$ cat src/rtl/bus_hub_n.sv
// -----------------------------------------------------------------------------
// bus_hub_n
//
// Connects one host bus (the CPU data port) to NDEV memory-mapped devices and
// carries one transaction at a time. Devices decode the broadcast address
// themselves and report hits on device_active. The hub picks the
// lowest-index hit as the target and runs the strobe/ready handshake with it.
// It then returns a one-cycle registered response to the host.
//
// Addresses that no device claims get an error response. A device that never
// answers also gets an error response, once TIMEOUT cycles pass. Every error
// response advances a saturating counter.
//
// Parameters
//   NDEV     number of device ports (2..16)
//   TIMEOUT  cycles allowed from device strobe to device_ready; 0 disables
//   ERRW     width of the error counter
//
// Ports
//   clk                clock, rising edge
//   rst                asynchronous active-low reset
//   host_address       byte address from the host
//   host_data_write    host write data
//   host_write_mask    host byte enables
//   host_wen/host_ren  host write/read request (write wins if both are set)
//   host_data_read     read data, valid while host_ready is high, else 0
//   host_ready         one-cycle completion pulse
//   host_error         qualifies host_ready: unmapped address or timeout
//   device_address     address broadcast to every device slice
//   device_data_write  write data broadcast to every device slice
//   device_write_mask  byte enables broadcast to every device slice
//   device_ren         per-device read strobe (at most one bit high)
//   device_wen         per-device write strobe (at most one bit high)
//   device_ready       per-device completion
//   device_data_read   per-device read data
//   device_active      per-device decode hit for the current device_address
//   err_count          saturating count of error responses
// -----------------------------------------------------------------------------
module bus_hub_n #(
   parameter int NDEV    = 4,
   parameter int TIMEOUT = 64,
   parameter int ERRW    = 8
) (
   input  logic                 clk,
   input  logic                 rst,
   input  logic [31:0]          host_address,
   input  logic [31:0]          host_data_write,
   input  logic [3:0]           host_write_mask,
   input  logic                 host_wen,
   input  logic                 host_ren,
   output logic [31:0]          host_data_read,
   output logic                 host_ready,
   output logic                 host_error,
   output logic [NDEV*32-1:0]   device_address,
   output logic [NDEV*32-1:0]   device_data_write,
   output logic [NDEV*4-1:0]    device_write_mask,
   output logic [NDEV-1:0]      device_ren,
   output logic [NDEV-1:0]      device_wen,
   input  logic [NDEV-1:0]      device_ready,
   input  logic [NDEV*32-1:0]   device_data_read,
   input  logic [NDEV-1:0]      device_active,
   output logic [ERRW-1:0]      err_count
);

   localparam int SW = (NDEV > 1) ? $clog2(NDEV) : 1;
   localparam int TW = (TIMEOUT > 1) ? $clog2(TIMEOUT) : 1;

   typedef enum logic [1:0] {
      IDLE = 2'd0,
      BUSY = 2'd1,
      RESP = 2'd2
   } state_t;

   state_t          state_q, state_d;
   logic [31:0]     addr_q, addr_d;
   logic [31:0]     wdata_q, wdata_d;
   logic [3:0]      mask_q, mask_d;
   logic            wr_q, wr_d;
   logic [SW-1:0]   sel_q, sel_d;
   logic [TW-1:0]   timer_q, timer_d;
   logic [31:0]     rdata_q, rdata_d;
   logic            err_q, err_d;
   logic [ERRW-1:0] err_count_q, err_count_d;

   logic [SW-1:0]   hit_idx;
   logic            hit_any;
   logic [31:0]     dev_rdata [NDEV];
   logic            sel_ready;
   logic            timeout_hit;
   logic [31:0]     bcast_addr;
   logic [31:0]     bcast_wdata;
   logic [3:0]      bcast_mask;

   // Lowest-index priority. The loop walks downward, so the last hit it
   // records is the smallest index that decodes the address.
   always_comb begin
      hit_idx = '0;
      hit_any = 1'b0;
      for (int i = NDEV - 1; i >= 0; i--) begin
         if (device_active[i]) begin
            hit_idx = SW'(i);
            hit_any = 1'b1;
         end
      end
   end

   // Split the flat read-data bus into one word per device, so the selected
   // device's word can be picked by index.
   always_comb begin
      for (int i = 0; i < NDEV; i++) begin
         dev_rdata[i] = device_data_read[i*32 +: 32];
      end
   end

   // Only the selected device's ready is honoured; ready from any other
   // device is ignored.
   assign sel_ready = device_ready[sel_q];

   // A zero TIMEOUT turns the timeout off. Ready arriving in the expiry cycle
   // still wins, because the next-state logic tests sel_ready first.
   assign timeout_hit = (TIMEOUT != 0) && (timer_q == TW'(TIMEOUT - 1));

   // Devices decode live host inputs while the hub is idle. They see the
   // captured copies for the rest of the transaction.
   always_comb begin
      bcast_addr  = addr_q;
      bcast_wdata = wdata_q;
      bcast_mask  = mask_q;
      if (state_q == IDLE) begin
         bcast_addr  = host_address;
         bcast_wdata = host_data_write;
         bcast_mask  = host_write_mask;
      end
   end

   assign device_address    = {NDEV{bcast_addr}};
   assign device_data_write = {NDEV{bcast_wdata}};
   assign device_write_mask = {NDEV{bcast_mask}};

   // The strobes decode straight from the state register. An asynchronous
   // reset therefore drops them at once, and they fall the cycle after BUSY
   // ends.
   always_comb begin
      device_ren = '0;
      device_wen = '0;
      if (state_q == BUSY) begin
         if (wr_q) begin
            device_wen[sel_q] = 1'b1;
         end else begin
            device_ren[sel_q] = 1'b1;
         end
      end
   end

   // The host response comes only from registers. Read data is forced to
   // zero outside the ready pulse.
   assign host_ready     = (state_q == RESP);
   assign host_error     = (state_q == RESP) && err_q;
   assign host_data_read = (state_q == RESP) ? rdata_q : 32'd0;
   assign err_count      = err_count_q;

   // Next-state logic. The host is sampled only in IDLE. In IDLE, an unmapped
   // address goes straight to RESP with the error flag set.
   always_comb begin
      state_d     = state_q;
      addr_d      = addr_q;
      wdata_d     = wdata_q;
      mask_d      = mask_q;
      wr_d        = wr_q;
      sel_d       = sel_q;
      timer_d     = timer_q;
      rdata_d     = rdata_q;
      err_d       = err_q;
      err_count_d = err_count_q;

      case (state_q)
         IDLE: begin
            if (host_ren || host_wen) begin
               addr_d  = host_address;
               wdata_d = host_data_write;
               mask_d  = host_write_mask;
               wr_d    = host_wen;
               sel_d   = hit_idx;
               timer_d = '0;
               rdata_d = 32'd0;
               if (hit_any) begin
                  err_d   = 1'b0;
                  state_d = BUSY;
               end else begin
                  err_d   = 1'b1;
                  state_d = RESP;
               end
            end
         end

         BUSY: begin
            if (sel_ready) begin
               rdata_d = wr_q ? 32'd0 : dev_rdata[sel_q];
               err_d   = 1'b0;
               state_d = RESP;
            end else if (timeout_hit) begin
               rdata_d = 32'd0;
               err_d   = 1'b1;
               state_d = RESP;
            end else begin
               timer_d = timer_q + TW'(1);
            end
         end

         RESP: begin
            if (err_q && (err_count_q != {ERRW{1'b1}})) begin
               err_count_d = err_count_q + ERRW'(1);
            end
            state_d = IDLE;
         end

         default: begin
            state_d = IDLE;
         end
      endcase
   end

   // State and capture registers. Reset clears everything, which also
   // abandons any transaction in flight.
   always_ff @(posedge clk or negedge rst) begin
      if (!rst) begin
         state_q     <= IDLE;
         addr_q      <= 32'd0;
         wdata_q     <= 32'd0;
         mask_q      <= 4'd0;
         wr_q        <= 1'b0;
         sel_q       <= '0;
         timer_q     <= '0;
         rdata_q     <= 32'd0;
         err_q       <= 1'b0;
         err_count_q <= '0;
      end else begin
         state_q     <= state_d;
         addr_q      <= addr_d;
         wdata_q     <= wdata_d;
         mask_q      <= mask_d;
         wr_q        <= wr_d;
         sel_q       <= sel_d;
         timer_q     <= timer_d;
         rdata_q     <= rdata_d;
         err_q       <= err_d;
         err_count_q <= err_count_d;
      end
   end

endmodule

$ cat config.mk
export PLATFORM = sky130hd
export DESIGN_NAME = bus_hub_n
export DESIGN_NICKNAME = d
export VERILOG_FILES = /design/src/rtl/bus_hub_n.sv
export SDC_FILE = /design/constraint.sdc
export NUM_CORES = 1
export LEC_CHECK = 0
export ABC_AREA = 1
export CORE_AREA = 2 2 204 206
export CTS_CLUSTER_DIAMETER = 100
export CTS_CLUSTER_SIZE = 16
export DETAILED_ROUTE_END_ITERATION = 6
export DIE_AREA = 0 0 206 208
export PLACE_DENSITY = 0.56
export SYNTH_ARGS = -nofsm -noshare
export SYNTH_HDL_FRONTEND = slang
export SYNTH_SLANG_ARGS = --single-unit
$ cat constraint.sdc
create_clock -name clk -period 2 [get_ports clk]
set_input_delay 0.4 -clock clk [delete_from_list [all_inputs] [get_ports clk]]
set_output_delay 0.4 -clock clk [all_outputs]
set_load 0.01 [all_outputs]
==> flow_summary_export.csv <==
group,metric,value,unit
drt,wirelength,32360,um
clock_tree,clk_path_buf_depth,2,
cells_and_area,drive_above_1_share,0.2182,
floorplanning,rows,74,
clock_tree,root_buffer,"clkbuf_16",
power_and_ir_drop,clkPwrFrac,0.133,
cells_and_area,post-route-cell-area,14250,um2
cells_and_area,area_delta_synth_final,72.36,%
placed_design,placed_cell_area,13540,um2
timing,worst_pin_slew,0.3881,ns
power_and_ir_drop,p_int,14.23,mW
cells_and_area,stdcell_count,2146,
clock_tree,cts_made_buffers,17,
timing,fin_setup_tns,-103.84,ns
placed_design,gp_congestion,0.8276,
drt,vias_per_cell,4.082,
outcome,violations,"negative setup slack",
timing,period_share,1.289,
clock_tree,clock_latency,0.42,ns
floorplanning,die_height,208,um
floorplanning,dieArea,42850,um2
power_and_ir_drop,power.total,24.66,mW
cells_and_area,fin_util,0.3513,
worst_setup_path,path_cells,"clkinv_4 -> nand2_8 -> buf_12 -> nand2_1 -> o21ai_1 -> buf_4 -> clkdlybuf4s50_1",
grt,grt_antenna_before_repair,3,
drt,drc,0,
worst_setup_path,rrSetupSlack,0.24,ns
floorplanning,die_x,206,um
floorplanning,ioPinCount,530,
clock_tree,clkSlewWorstSetupHoldPaths,0.07,ns
logic_synthesis,ys_ff_latch,120,
timing,drv_slew,0,
timing,hold_viol,0,
outcome,status,"complete, but fails checks",
clock_tree,cts_tree,"built",
timing,relSlewSlack,0.7413,
timing,fmax,0.3879,GHz
logic_synthesis,synth_area,8265,um2
power_and_ir_drop,swShare,0.4228,
placed_design,pre_cts_slack,-0.2973,ns
worst_setup_path,r2r-start,"state_q[0]",
worst_setup_path,path_class,"flop to output port",
logic_synthesis,synth-seq-area-share,0.3633,
floorplanning,initial_core_util,0.2038,
worst_setup_path,critPathLaunchType,"flop",
clock_tree,htreeDepth,4,
timing,setup_viol,314,
drt,dr.pass1.iters,4,
logic_synthesis,yosysWarnings,0,
grt,grt_max_degree,56,
power_and_ir_drop,comb_power_share,0.699,
grt,grt_pass1_wl,45320,um
logic_synthesis,synth_nets,1361,
power_and_ir_drop,switching_power,10.42,mW
worst_setup_path,critPathRequiredTime,1.60,ns
drt,ant_nets,0,
timing,final.setup.worst_slack,-0.5780,ns
grt,gr-total-overflow,0,
logic_synthesis,synthCells,1151,
placed_design,io_buffers,529,
floorplanning,fp.coreArea,40550,um2
worst_setup_path,critical_path_peak_fanout,12,
grt,grt_pass1_vias,8295,
min_path,hold_path.class,"input port to async pin",
drt,vias,8760,
cells_and_area,nNetsFinal,1810,
timing,skew,0.01344,ns
power_and_ir_drop,ir_worst_vdd,0.5990,mV
power_and_ir_drop,power.leakage,7.444,nW
worst_setup_path,reg2reg_depth,8,
placed_design,hpwl,25140,um
logic_synthesis,synthDistinctLibCells,28,
power_and_ir_drop,power.density,1731,nW/um2
worst_setup_path,slowest_delay,0.54,ns
timing,whs,0.3642,ns
run,maxCapViolCount,0,
power_and_ir_drop,seqPwrFrac,0.168,
worst_setup_path,r2r-end,"wdata_q[26]",
clock_tree,clock-sinks,120,
worst_setup_path,slowest_stage,"clkdlybuf4s50_1",
timing,final.min_clock_period,2.578,ns
worst_setup_path,cp.arrival,2.18,ns
timing,rsz0062_at_grt,"true",
drt,wl_per_cell,15.08,um
worst_setup_path,crit_path_end_kind,"output port",
drt,drtIter0Drc,349,
grt,grt_usage,0.1376,
logic_synthesis,syn_avg_cell_area,7.181,um2
cells_and_area,nFillCells,4384,
placed_design,dp.cells,2087,
==> cells in the mapped netlist, drive strengths merged <==
cell	instances	area (um2)
a22oi	48	360.4
clkbuf	22	83.83
or2	1	8.760
buf	233	1737
nand2	355	1365
xnor2	3	26.28
nand3b	1	7.510
a21oi	2	13.76
nand3	12	60.06
nor3	2	10.01
nand4	12	75.07
inv	128	480.5
nor2	63	262.8
ha	2	25.02
dfrtp	120	3003
o21ai	144	720.7
xor2	3	26.28
==> routing by layer <==
| metal | part of all wire | wire length [um] | GRT usage | vias up |
|---|---|---|---|---|
| met2 | 0.54 | 17520 | 0.2694 | 372 |
| met4 | 0.023 | 737 | 0.05099 | 0 |
| met1 | 0.37 | 11880 | 0.1419 | 4059 |
| met3 | 0.069 | 2223 | 0.02600 | 30 |
| met5 | 0 | 0 | 0 | - |
| li1 | - | - | - | 4299 |
==> kinds of logic after synthesis <==
logic type	count (synthesis)	synth area share
AOI/OAI and AO/OA	194	0.1325
and+or+nand+nor	446	0.2165
adders and majority gates	2	0.003027
DFF	120	0.3633
xor gates and xnor gates	6	0.006359
buffers and inverters	383	0.2784
==> cell type report <==
class / count / area, um2 / area share
inverter: 128 / 493.0 / 0.03460
tap: 532 / 665.6 / 0.04672
antenna: 1 / 2.502 / 0.0001757
clock buffer: 19 / 442.9 / 0.03109
sequential: 120 / 3003 / 0.2108
multi-input combinational: 649 / 3049 / 0.2140
clock inverter: 13 / 171.4 / 0.01203
timing repair buffer: 684 / 6419 / 0.4506
==> critical path: cells and delay by family, from the launching register on <==
kind / cells / cell delay, ns
DFF: 1 / 0.41
buffers and inverters: 4 / 1.00
AOI/OAI and AO/OA: 1 / 0.07
and+or+nand+nor: 2 / 0.26
==> power by group through the flow <==
stage	logic, mW	clock network [mW]	registers (mW)
finish	17.2	3.27	4.15
global route	18.7	3.50	4.29
CTS	17.8	3.38	4.14
detailed placement	17.9	0	4.17
global placement	17.8	0	4.13
floorplan	10.4	0	4.04
==> how the worst max path moves through the flow <==
stage / start / to / slack, ns / cells past startpoint
after global placement: state_q[0] / device_write_mask[7] / -0.28 / 6
after global routing: state_q[0] / device_address[56] / -0.69 / 7
after CTS: state_q[0] / device_write_mask[11] / -0.62 / 6
after detailed placement: state_q[0] / device_data_write[89] / -0.30 / 6
after floorplan: state_q[1] / device_address[100] / 0.03 / 8
final: state_q[0] / device_data_write[73] / -0.58 / 7
==> cell usage in the layout, fill, tap and decap left out, drive strengths merged <==
master and n:
dfrtp 120, diode 1, nand3 12, xor2 3, dlygate4sd3 1, nand3b 1, clkinvlp 2, nor2 63
bufinv 3, nand4 12, dlygate4sd2 22, buf 208, clkinv 8, nand2 356, nor3 2, clkdlybuf4s15 11
inv 128, a22oi 48, clkdlybuf4s50 318, dlymetal6s2s 62, clkbuf 81, or2 1, o21ai 144, ha 2
xnor2 3, a21oi 2
==> what timing repair did <==
| item | 4_1_cts | 5_1_grt |
|---|---|---|
| pin swaps | 0 | 3 |
| resized for setup | 122 | 377 |
| endpoints found under the hold margin | 12 | 0 |
| cloned | 0 | 5 |
| hold buffers | 1 | 0 |
| endpoints found under the setup margin | 313 | 314 |
| setup buffers | 2 | 18 |
==> registers in the layout, indices dropped and copies added (netlist names) <==
register and flops:
addr_q 32, rdata_q 32, wdata_q 32, err_count 8, timer_q 6, mask_q 4, sel_q 2, state_q 2
err_q 1, wr_q 1
Power figures use the tool's default switching activity.
